==> src/rtl/inferno_loader_pkg.sv <==
// Shared types for the williams2 ROM loader: FSM states, ROM region tags and
// the width of the core-side download address.
package inferno_loader_pkg;
  localparam int DN_ADDR_W = 18;

  typedef enum logic [1:0] {IDLE, LOAD, HOLD, RUN} state_t;

  typedef logic [1:0] region_t;
  localparam region_t RGN_PROG = 2'd0;
  localparam region_t RGN_GFX  = 2'd1;
  localparam region_t RGN_SND  = 2'd2;
  localparam region_t RGN_NONE = 2'd3;
endpackage

==> src/rtl/inferno_rom_loader_if.sv <==
// HPS download strobes in, registered core dn_* write port out.
interface inferno_rom_loader_if;
  import inferno_loader_pkg::*;

  logic                 ioctl_download;
  logic                 ioctl_wr;
  logic [24:0]          ioctl_addr;
  logic [7:0]           ioctl_dout;
  logic [15:0]          ioctl_index;
  logic [DN_ADDR_W-1:0] dn_addr;
  logic [7:0]           dn_data;
  logic                 dn_wr;
  region_t              dn_region;

  modport master (
    output ioctl_download, ioctl_wr, ioctl_addr, ioctl_dout, ioctl_index,
    input  dn_addr, dn_data, dn_wr, dn_region
  );

  modport slave (
    input  ioctl_download, ioctl_wr, ioctl_addr, ioctl_dout, ioctl_index,
    output dn_addr, dn_data, dn_wr, dn_region
  );
endinterface

==> src/rtl/inferno_region_decode.sv <==
// Maps a ROM byte address onto its region tag by comparing against the
// end-of-region boundaries.
module inferno_region_decode
  import inferno_loader_pkg::*;
#(
  parameter logic [DN_ADDR_W-1:0] PROG_END = 18'h10000,
  parameter logic [DN_ADDR_W-1:0] GFX_END  = 18'h28000,
  parameter logic [DN_ADDR_W-1:0] SND_END  = 18'h2C000
) (
  input  logic [DN_ADDR_W-1:0] addr,
  output region_t              region
);
  always_comb begin
    region = RGN_NONE;
    if (addr < PROG_END)     region = RGN_PROG;
    else if (addr < GFX_END) region = RGN_GFX;
    else if (addr < SND_END) region = RGN_SND;
  end
endmodule

==> src/rtl/inferno_rom_loader.sv <==
// Filters HPS ROM bytes onto the williams2 download port, tracks length and
// checksum, and holds the core in reset until a full image has settled.
module inferno_rom_loader
  import inferno_loader_pkg::*;
#(
  parameter logic [DN_ADDR_W-1:0] IMAGE_SIZE  = 18'h2C000,
  parameter logic [DN_ADDR_W-1:0] PROG_END    = 18'h10000,
  parameter logic [DN_ADDR_W-1:0] GFX_END     = 18'h28000,
  parameter logic [DN_ADDR_W-1:0] SND_END     = 18'h2C000,
  parameter int                   HOLD_CYCLES = 16
) (
  input  logic                 clk_sys,
  input  logic                 reset,
  inferno_rom_loader_if.slave  bus,
  output logic                 core_reset,
  output logic                 load_done,
  output logic                 load_error,
  output logic [DN_ADDR_W-1:0] byte_count,
  output logic [15:0]          checksum
);
  localparam logic [15:0] HOLD_LAST = 16'(HOLD_CYCLES - 1);

  state_t      state, state_n;
  logic        active, active_q, rise;
  logic        dl_q, fall_det;
  logic        idx_ok, in_range, strobe, accept, ovf_hit, ovf;
  logic        start, fail, done;
  logic [15:0] hold_cnt;
  region_t     rgn;

  assign idx_ok   = (bus.ioctl_index == 16'd0);
  assign active   = bus.ioctl_download & idx_ok;
  assign rise     = active & ~active_q;
  // Full 25-bit compare so high-address aliases never reach the core.
  assign in_range = (bus.ioctl_addr < {7'd0, IMAGE_SIZE});
  assign strobe   = (state == LOAD) & bus.ioctl_wr & idx_ok;
  assign accept   = strobe & in_range;
  assign ovf_hit  = strobe & ~in_range;

  inferno_region_decode #(
    .PROG_END (PROG_END),
    .GFX_END  (GFX_END),
    .SND_END  (SND_END)
  ) u_rgn (
    .addr   (bus.ioctl_addr[DN_ADDR_W-1:0]),
    .region (rgn)
  );

  always_comb begin
    state_n = state;
    start   = 1'b0;
    fail    = 1'b0;
    done    = 1'b0;
    case (state)
      IDLE, RUN: if (rise) begin
        state_n = LOAD;
        start   = 1'b1;
      end
      // fall_det lags the strobe path by a cycle, so byte_count already
      // includes a strobe coincident with the download fall.
      LOAD: if (fall_det) begin
        if (byte_count == IMAGE_SIZE && !ovf) state_n = HOLD;
        else begin
          state_n = IDLE;
          fail    = 1'b1;
        end
      end
      HOLD: if (hold_cnt == HOLD_LAST) begin
        state_n = RUN;
        done    = 1'b1;
      end
      default: state_n = IDLE;
    endcase
  end

  always_ff @(posedge clk_sys or posedge reset) begin
    if (reset) begin
      state         <= IDLE;
      active_q      <= 1'b0;
      dl_q          <= 1'b0;
      fall_det      <= 1'b0;
      hold_cnt      <= 16'd0;
      ovf           <= 1'b0;
      core_reset    <= 1'b1;
      load_done     <= 1'b0;
      load_error    <= 1'b0;
      byte_count    <= '0;
      checksum      <= 16'd0;
      bus.dn_wr     <= 1'b0;
      bus.dn_addr   <= '0;
      bus.dn_data   <= 8'd0;
      bus.dn_region <= RGN_PROG;
    end else begin
      state      <= state_n;
      active_q   <= active;
      dl_q       <= bus.ioctl_download;
      fall_det   <= dl_q & ~bus.ioctl_download;
      hold_cnt   <= (state == HOLD) ? hold_cnt + 16'd1 : 16'd0;
      core_reset <= (state_n != RUN);
      bus.dn_wr  <= accept;
      if (accept) begin
        bus.dn_addr   <= bus.ioctl_addr[DN_ADDR_W-1:0];
        bus.dn_data   <= bus.ioctl_dout;
        bus.dn_region <= rgn;
      end
      if (start) begin
        byte_count <= '0;
        checksum   <= 16'd0;
        load_done  <= 1'b0;
        load_error <= 1'b0;
        ovf        <= 1'b0;
      end else begin
        if (accept) begin
          if (byte_count != {DN_ADDR_W{1'b1}}) byte_count <= byte_count + 1'b1;
          checksum <= checksum + {8'd0, bus.ioctl_dout};
        end
        if (ovf_hit) ovf        <= 1'b1;
        if (fail)    load_error <= 1'b1;
        if (done)    load_done  <= 1'b1;
      end
    end
  end
endmodule

==> src/flat_wrapper.sv <==
// flat-port wrapper written by rule: the top's interface ports become plain ports
module inferno_rom_loader_flat import inferno_loader_pkg::*;
#(
  parameter logic [DN_ADDR_W-1:0] IMAGE_SIZE  = 18'h2C000,
  parameter logic [DN_ADDR_W-1:0] PROG_END    = 18'h10000,
  parameter logic [DN_ADDR_W-1:0] GFX_END     = 18'h28000,
  parameter logic [DN_ADDR_W-1:0] SND_END     = 18'h2C000,
  parameter int                   HOLD_CYCLES = 16
)
  (clk_sys, reset, core_reset, load_done, load_error, byte_count, checksum, bus_ioctl_download, bus_ioctl_wr, bus_ioctl_addr, bus_ioctl_dout, bus_ioctl_index, bus_dn_addr, bus_dn_data, bus_dn_wr, bus_dn_region);
  inferno_rom_loader_if bus_i ();
  input  logic clk_sys;
  input  logic reset;
  output logic core_reset;
  output logic load_done;
  output logic load_error;
  output logic [DN_ADDR_W-1:0] byte_count;
  output logic [15:0] checksum;
  input wire logic [$bits(bus_i.ioctl_download)-1:0] bus_ioctl_download;
  input wire logic [$bits(bus_i.ioctl_wr)-1:0] bus_ioctl_wr;
  input wire logic [$bits(bus_i.ioctl_addr)-1:0] bus_ioctl_addr;
  input wire logic [$bits(bus_i.ioctl_dout)-1:0] bus_ioctl_dout;
  input wire logic [$bits(bus_i.ioctl_index)-1:0] bus_ioctl_index;
  output wire logic [$bits(bus_i.dn_addr)-1:0] bus_dn_addr;
  output wire logic [$bits(bus_i.dn_data)-1:0] bus_dn_data;
  output wire logic [$bits(bus_i.dn_wr)-1:0] bus_dn_wr;
  output wire logic [$bits(bus_i.dn_region)-1:0] bus_dn_region;
  assign bus_i.ioctl_download = bus_ioctl_download;
  assign bus_i.ioctl_wr = bus_ioctl_wr;
  assign bus_i.ioctl_addr = bus_ioctl_addr;
  assign bus_i.ioctl_dout = bus_ioctl_dout;
  assign bus_i.ioctl_index = bus_ioctl_index;
  assign bus_dn_addr = bus_i.dn_addr;
  assign bus_dn_data = bus_i.dn_data;
  assign bus_dn_wr = bus_i.dn_wr;
  assign bus_dn_region = bus_i.dn_region;
  inferno_rom_loader #(.IMAGE_SIZE(IMAGE_SIZE), .PROG_END(PROG_END), .GFX_END(GFX_END), .SND_END(SND_END), .HOLD_CYCLES(HOLD_CYCLES)) u_core (.clk_sys(clk_sys), .reset(reset), .bus(bus_i), .core_reset(core_reset), .load_done(load_done), .load_error(load_error), .byte_count(byte_count), .checksum(checksum));
endmodule
==> config.mk <==
export PLATFORM = sky130hd
export DESIGN_NAME = inferno_rom_loader_flat
export DESIGN_NICKNAME = d
export VERILOG_FILES = /design/src/rtl/inferno_loader_pkg.sv /design/src/rtl/inferno_rom_loader_if.sv /design/src/rtl/inferno_region_decode.sv /design/src/rtl/inferno_rom_loader.sv /design/src/flat_wrapper.sv
export SDC_FILE = /design/constraint.sdc
export NUM_CORES = 1
export LEC_CHECK = 0
export ABC_AREA = 1
export BUFFER_PORTS_ARGS = -buffer_cell sky130_fd_sc_hd__buf_2
export CORE_UTILIZATION = 53
export CTS_BUF_LIST = sky130_fd_sc_hd__clkbuf_8
export DETAILED_ROUTE_END_ITERATION = 10
export MAX_ROUTING_LAYER = met4
export PLACE_DENSITY_LB_ADDON = 0.3
export RECOVER_POWER = 50
export SKIP_CTS_REPAIR_TIMING = 1
export SYNTH_ARGS = -nofsm -noshare
export SYNTH_HDL_FRONTEND = slang
export SYNTH_SLANG_ARGS = --single-unit
==> constraint.sdc <==
create_clock -name clk_sys -period 5.5 [get_ports clk_sys]
set_input_delay 0.275 -clock clk_sys [delete_from_list [all_inputs] [get_ports clk_sys]]
set_output_delay 0.275 -clock clk_sys [all_outputs]
set_load 0.02 [all_outputs]
==> reports/metrics.cfg, run 1 <==
[sta]
finalHoldViolCount = 0
max_freq_ghz = 0.344
skew_ns = 0.00952
rsz0062_at_grt = false
worst_slack_ns = 2.59
finalSetupTns_ns = 0
slew_violations = 0
worst_pin_slew_ns = 1.10
setup_violations = 0
post-route-period-util_pct = 52.9
period_needed_ns = 2.91
relSlewSlack_pct = 26.4

[grt]
grt_max_degree = 89
grt_pass1_vias = 4661
grt_usage_pct = 26.8
antenna_found_initial = 0
grt_pass1_wl_um = 20500
grt-ovfl-total = 0

[worst_setup_path]
cp-start-kind = register
cp.required_ns = 5.76
reg2reg_from = u_core.state[1]
worstSetupEndpointType = register
crit_path_end = u_core.bus.dn_region[0]
arrival_ns = 3.17
crit_path_max_fanout = 41
critPathLaunch = u_core.state[1]
reg2reg_depth = 8
r2r_end = u_core.bus.dn_region[0]
path_class = reg -> reg
ff2ff_setup_slack_ns = 2.59

[logic_synthesis]
synth_top_area_share_pct = 44.0
synth_ff_type = dfrtp_1
async_reset_ff_share_pct = 100
yosysTopAreaCell = dfrtp_1
netlist_area_um2 = 4950
ys_seq_area_share_pct = 44.5
synth_area_leaders = dfrtp_1 (44%), nand2_1 (17%), nor2_1 (6.4%)
synth_area_per_cell_um2 = 7.38
yosys_register_bits = 88
syn_inst = 671
synth_warnings = 0
syn_nets = 738
synth_cell_type_count = 34
synth_edf_count = 0

[run]
cap_violations = 0

[die]
core_um2 = 8890
die_area_um2 = 9740
die_h_um = 98.7
io_pins = 119
start_util_pct = 55.7
die_width_um = 98.7
core.rowCount = 34

[drt]
drtPass1Iterations = 7
vias = 4782
ant_nets = 0
drc = 0
drtIter0Drc = 266
wire_per_inst_um = 13.4
viasPerCell = 5.33
wl_um = 12100

[run_status]
status = finished clean

[finish]
final_cells = 897
final_common_cell = nand2_1
fillCellCount = 812
num_antenna_cells = 0
layout_common_cells = nand2_1 (229), buf_2 (88), dfrtp_1 (87), nor2_1 (84), inv_1 (63)
drive_gt1_share_pct = 15.5
seqCellArea_um2 = 2200
multi_input_area_um2 = 2410
layout.nets = 851
area_growth_pct = 16.2

[clock_tree]
htreeDepth = 3
cts_tree = yes
clockBufferDepth = 2
cts_made_buffers = 9
clk_latency_ns = 0.37
clock_sink_count = 88
clk_pin_slew_ns = 0.09
cts-root-buf = clkbuf_8

[placement]
dpl.hpwl_um = 8720
io_buffers = 118
post-place-ws_ns = 2.62
dp.cells = 881
gp_congestion = 0.955

[pwr]
cellLeakagePower_uw = 0.00315
powerDensity_nw_per_um2 = 227
peakVddDrop_uv = 153

[worst_hold_path]
hp-class = in -> reg

-- layer usage --
layer	global-route usage [%]	wire (um)
met5	-	0
met4	8.96	192
met3	5.04	686
met2	45.6	5870
met1	32.1	5310
-- metrics by stage --
step | area [um2] | hold slack, ns | power [uW] | util [%]
floorplan | 4950 | 0.306 | 803 | -
global placement | 5590 | 0.432 | 851 | 62.9
detailed placement | 5590 | 0.431 | 860 | 62.9
CTS | 5790 | 0.0566 | 1320 | 65.2
global route | 5760 | 0.0666 | 1370 | 64.7
finish | 5760 | 0.0661 | 1310 | 64.7
-- worst min path at each step --
| stage | end | slack (ns) | cells past startpoint | start |
|---|---|---|---|---|
| CTS | u_core.dl_q | 0.06 | 1 | bus_ioctl_download |
| finish | u_core.dl_q | 0.07 | 1 | bus_ioctl_download |
| detailed placement | u_core.dl_q | 0.43 | 1 | bus_ioctl_download |
| global route | u_core.dl_q | 0.07 | 1 | bus_ioctl_download |
| floorplan | u_core.dl_q | 0.31 | 0 | bus_ioctl_download |
| global placement | u_core.dl_q | 0.43 | 1 | bus_ioctl_download |
-- cells by family after synthesis --
logic type,Yosys count,synth area share [%]
simple gates,420,36.2
flops,88,44.5
buf+inv,82,6.85
compound gates,44,4.72
xor+xnor,23,4.07
fa+ha+maj,14,3.69
-- registers in the layout, indices dropped and copies added (netlist names), 2 cells and up --
name                  cells
u_core.bus.dn_addr       18
u_core.bus.dn_region      2
u_core.checksum          16
u_core.hold_cnt          16
u_core.byte_count        18
u_core.state              2
u_core.bus.dn_data        8
-- area by class of cell --
cell class	instances	share of cell area [%]
clock buffer	9	2.15
clock inverter	7	1.35
inverter	65	4.26
multi-input combinational	501	41.9
sequential	88	38.3
tap	108	2.35
timing repair buffer	119	9.74
-- Yosys cell counts, types with 6 or more instances --
cell type	count
dfrtp_1	87
o21ai_0	21
inv_1	64
nor2_1	84
xnor2_1	6
ha_1	13
buf_2	7
nand4_1	15
nand3_1	56
nand2_1	229
a21oi_1	18
nor3_1	16
xor2_1	17
-- worst max-delay path, cell delays in order, from the launching register on --
cell and delay, ns:
dfrtp_1 0.41, inv_1 0.09, ha_1 0.17, nand2_1 0.05, nand3b_1 0.24, nor2_4 0.77
inv_1 0.67, nor2_1 0.29, a21oi_1 0.10
-- where the power goes --
part           internal, uW  leakage [uW]  switching [uW]
sequential              671       0.00121            14.6
clock                   214      0.000100             248
combinational          55.7       0.00184             107
No activity file was read; power rests on OpenSTA's default activity.
==> inputs of run 2 (changes only) <==
clock period = 2.7 ns   (was 5.5 ns; I/O delays follow)
==> run 2 against run 1 <==
Compared with the run above: the flow now finishes with violations (max-capacitance violations, max-slew violations); total power is 110% higher; global-route usage is 0.15 points lower; combinational power is 110% higher; critical path type unchanged; highest routed layer unchanged; largest cell class unchanged; register-to-register slack worse by 2.1 ns; worst hold slack worse by 0.066 ns.
==> reports/metrics.cfg, run 2 (synthesized netlist as in run 1, its figures left out) <==
[sta]
setup_violations = 0
rsz0062_at_grt = false
finalSetupTns_ns = 0
relSlewSlack_pct = -51.3
worst_slack_ns = 0.488
worst_pin_slew_ns = 2.27
finalHoldViolCount = 0
post-route-period-util_pct = 81.9
period_needed_ns = 2.21
timing.hold.ws_ns = 0.000360
slew_violations = 63
skew_ns = 0.0109
max_freq_ghz = 0.452

[clock_tree]
clock_sink_count = 88
cts-root-buf = clkbuf_8
clockBufferDepth = 2
clk_latency_ns = 0.36
cts_tree = yes
htreeDepth = 3
cts_made_buffers = 9
clk_pin_slew_ns = 0.10

[grt]
grt_usage_pct = 26.6
grt_pass1_vias = 4531
grt_max_degree = 63
antenna_found_initial = 0
grt_pass1_wl_um = 20300
grt-ovfl-total = 0

[pwr]
p_seq_share_pct = 51.5
pwr-share-comb_pct = 12.7
power_switching_uw = 763
powerDensity_nw_per_um2 = 453
cellLeakagePower_uw = 0.00325
power_frac_clock_pct = 35.7
swShare_pct = 28.1
internal_power_uw = 1950
peakVddDrop_uv = 336

[finish]
drive_gt1_share_pct = 15.1
layout.nets = 874
final_common_cell = nand2_1
num_antenna_cells = 0
largest_registers = u_core.bus.dn_addr: 18 flops, u_core.byte_count: 18 flops
area_growth_pct = 20.8
fillCellCount = 755
layout_common_cells = nand2_1 (229), buf_2 (87), dfrtp_1 (87), nor2_1 (84), inv_1 (64)

[drt]
drtPass1Iterations = 5
vias = 4787
ant_nets = 0
wire_per_inst_um = 13.4
drtIter0Drc = 259
wl_um = 12400
drc = 0
viasPerCell = 5.20

[placement]
gp_congestion = 0.911
dpl.hpwl_um = 8830
post-place-ws_ns = 0.504
io_buffers = 118

[die]
die_h_um = 98.7
die_width_um = 98.7
core.rowCount = 34
core_um2 = 8890
start_util_pct = 55.7
io_pins = 119
die_area_um2 = 9740

[worst_setup_path]
cp-start-kind = register
arrival_ns = 2.47
crit_path_max_fanout = 23
path_class = reg -> reg
cp.required_ns = 2.95
worstSetupEndpointType = register

[run]
cap_violations = 1

[worst_hold_path]
hp-class = in -> reg

[run_status]
status = complete, but fails checks
failed_checks = max-capacitance violations, max-slew violations

-- run 2: critical path: stages (launching register included) --
cell	delay [ns]
dfrtp_1	0.38
inv_1	0.05
ha_1	0.37
nand2_1	0.09
nor3_2	0.25
inv_1	0.40
nand2_1	0.34
inv_1	0.07
nand2_1	0.07
nand2_1	0.06
-- run 2: final timing paths --
kind	slack, ns	to	cells past startpoint	start
worst min-delay path	0.0004	u_core.bus.dn_data[2]	3	bus_ioctl_dout[2]
worst min register to register	0.47	u_core.fall_det	2	u_core.dl_q
max in group asynchronous	0.74	u_core.bus.dn_addr[16]	3	reset
worst max register to register	0.49	u_core.checksum[0]	9	u_core.state[0]
worst max-delay path	0.49	u_core.checksum[0]	9	u_core.state[0]
min in group asynchronous	0.53	u_core.hold_cnt[5]	2	reset
-- run 2: power groups by stage --
stage	registers [uW]	clock network, uW	logic (uW)
after floorplan	1430	0	204
after global placement	1420	0	314
after detailed placement	1430	0	323
after CTS	1400	987	327
after global routing	1410	1040	397
final	1400	969	346
-- run 2: routing by layer --
metal / GRT usage, % / routed length (um) / share of wire, %
met4: 8.84 / 229 / 1.9
met5: - / 0 / 0
met2: 43.7 / 6030 / 49
met1: 33.3 / 5460 / 44
met3: 5.11 / 655 / 5.3
-- run 2: per-stage QoR --
| stage | util (%) | cell area, um2 | total power (uW) | std cells |
|---|---|---|---|---|
| 2_1_floorplan | - | 4950 | 1640 | 671 |
| 3_3_place_gp | 63.2 | 5620 | 1730 | 884 |
| 3_5_place_dp | 63.2 | 5620 | 1750 | 884 |
| 4_1_cts | 65.6 | 5830 | 2710 | 900 |
| 5_1_grt | 67.3 | 5980 | 2840 | 920 |
| 6_report | 67.3 | 5980 | 2710 | 920 |
-- run 2: final cells by class --
class	instances	area [um2]	area share, %
inverter	65	244	4.08
sequential	88	2200	36.8
tap	108	135	2.26
clock buffer	9	124	2.07
multi-input combinational	501	2410	40.3
clock inverter	7	88.8	1.48
timing repair buffer	142	777	13.0
==> inputs of run 3 (changes only) <==
ABC_AREA = 0   (was 1)
CORE_UTILIZATION = 49   (was 53)
clock period = 1.9 ns   (was 2.7 ns; I/O delays follow)
==> run 3 against run 2 <==
Compared with the run above: worst setup slack worse by 0.71 ns; worst hold slack worse by 0.021 ns; sequential share of layout area decreased by 2.2 points; critical path type unchanged; the run ends with negative hold slack, negative setup slack left; sequential cell count did not move; sequential power rose by 39%; first-iteration DRC count is 20% lower; final cell count fell by 14%.
==> reports/metrics.cfg, run 3 <==
[run_status]
status = complete, but fails checks
failed_checks = negative hold slack, negative setup slack

[logic_synthesis]
synth_edf_count = 0
synth_top_area_share_pct = 49.9
yosys_register_bits = 88
syn_nets = 540
yosysMostFrequentCell = nand2_1
ys_top_cells_by_count = nand2_1 (109), dfrtp_1 (87), nor2_1 (31), xnor2_1 (29), a21oi_1 (22)
synth_area_per_cell_um2 = 9.23
ys_seq_area_share_pct = 50.5
syn_inst = 473
synth_area_leaders = dfrtp_1 (50%), nand2_1 (9.4%), xnor2_1 (5.8%)
yosysTopAreaCell = dfrtp_1
synth_ff_type = dfrtp_1
synth_warnings = 0
synth_cell_type_count = 44
netlist_area_um2 = 4360
async_reset_ff_share_pct = 100

[clock_tree]
htreeDepth = 3
clock_sink_count = 88
clk_latency_ns = 0.37
cts_made_buffers = 9
clk_pin_slew_ns = 0.09
clockBufferDepth = 2
cts-root-buf = clkbuf_8
cts_tree = yes

[pwr]
cellLeakagePower_uw = 0.00315
swShare_pct = 24.9
p_seq_share_pct = 49.2
power_switching_uw = 986
powerDensity_nw_per_um2 = 622
peakVddDrop_uv = 360
pwr-share-comb_pct = 12.3
power_frac_clock_pct = 38.4
internal_power_uw = 2980

[grt]
grt_usage_pct = 25.3
grt_pass1_vias = 3796
grt-ovfl-total = 0
grt_max_degree = 39
antenna_found_initial = 0
grt_pass1_wl_um = 17400

[finish]
final_common_cell = nand2_1
fillCellCount = 642
area_growth_pct = 46.3
layout.nets = 741
num_antenna_cells = 0
drive_gt1_share_pct = 34.8
seqCellArea_um2 = 2210
layout_common_cells = nand2_1 (107), buf_2 (99), dfrtp_1 (82), buf_4 (57), nor2_1 (29)
multi_input_area_um2 = 2370
largest_registers = u_core.bus.dn_addr: 18 flops, u_core.byte_count: 18 flops
final_area_um2 = 6380
final_cells = 787

[worst_hold_path]
hp-class = in -> reg

[sta]
setup_violations = 21
post-route-period-util_pct = 112
relSlewSlack_pct = 35.6
timing.hold.ws_ns = -0.0210
worst_pin_slew_ns = 0.961
rsz0062_at_grt = true
max_freq_ghz = 0.471
skew_ns = 0.0196
period_needed_ns = 2.13
finalHoldViolCount = 2
slew_violations = 0
worst_slack_ns = -0.225

[drt]
ant_nets = 0
viasPerCell = 5.37
wire_per_inst_um = 15.8
drtIter0Drc = 206
drc = 0
drtPass1Iterations = 4
vias = 4224
wl_um = 12400

[die]
io_pins = 119
core.rowCount = 34
die_width_um = 96.4
die_h_um = 96.4
start_util_pct = 50.3
die_area_um2 = 9290
core_um2 = 8680

[worst_setup_path]
crit_path_max_fanout = 7
path_class = reg -> reg
cp.required_ns = 2.18
worstSetupEndpointType = register
arrival_ns = 2.40
cp-start-kind = register

[placement]
io_buffers = 118
gp_congestion = 0.833
place_area_um2 = 5610
dpl.hpwl_um = 7880
dp.cells = 738

[run]
cap_violations = 0

==> run 3: layout make-up <==
cell class | count | share of cell area, %
clock buffer | 11 | 2.37
multi-input combinational | 346 | 37.2
tap | 108 | 2.12
timing repair buffer | 207 | 21.0
clock inverter | 5 | 1.35
sequential | 88 | 34.6
inverter | 22 | 1.39
==> run 3: path summary, 6_finish.rpt <==
| kind | from | to | slack [ns] | cells past startpoint |
|---|---|---|---|---|
| worst max-delay path | u_core.checksum[1] | u_core.checksum[13] | -0.23 | 7 |
| worst min-delay path | bus_ioctl_dout[0] | u_core.bus.dn_data[0] | -0.02 | 3 |
| worst max register to register | u_core.checksum[1] | u_core.checksum[13] | -0.23 | 7 |
| worst min register to register | u_core.hold_cnt[0] | u_core.hold_cnt[0] | 0.48 | 1 |
| max in group asynchronous | reset | u_core.checksum[1] | 0.24 | 4 |
| min in group asynchronous | reset | u_core.byte_count[1] | 0.44 | 3 |
==> run 3: metal layers <==
metal,vias up,GRT usage [%],share of wire (%)
met2,117,41.4,52
li1,2001,-,-
met1,2071,30.9,41
met5,-,-,0
met4,0,9.93,2.9
met3,35,5.16,3.9
==> run 3: cells by family (layout without fill, tap and decap cells) <==
logic type               Yosys count  in the layout  share of synthesized area, %
AO/OA/AOI/OAI                     56             56                          7.34
XOR/XNOR                          34             34                          6.82
adder cells (fa/ha/maj)           14             14                          4.19
buffers and inverters             39            245                          3.61
flip-flops                        88             88                          50.5
multiplexers                       2              2                         0.459
AND/OR/NAND/NOR                  240            240                          27.1
==> run 3: power groups by stage <==
stage,logic (uW),registers (uW),clock network (uW)
global route,546,1960,1620
finish,490,1950,1520
detailed placement,445,1980,0
global placement,424,1980,0
CTS,447,1950,1550
floorplan,241,1980,0
==> run 3: stage by stage <==
stage / util (%) / power (uW) / TNS, ns / setup WS, ns
after global routing: 73.6 / 4120 / -3.96 / -0.288
final: 73.6 / 3970 / -2.19 / -0.225
after global placement: 64.6 / 2410 / -10.81 / -0.465
after CTS: 67.4 / 3950 / -7.95 / -0.447
after floorplan: - / 2220 / -0.961 / -0.159
after detailed placement: 64.6 / 2430 / -12.38 / -0.521
==> run 3: critical path: stages, from the launching register on <==
cell	delay, ns
dfrtp_2	0.45
ha_4	0.26
a21o_1	0.13
nand4_1	0.17
a311oi_2	0.28
o211ai_1	0.22
or3_1	0.37
a21oi_1	0.17
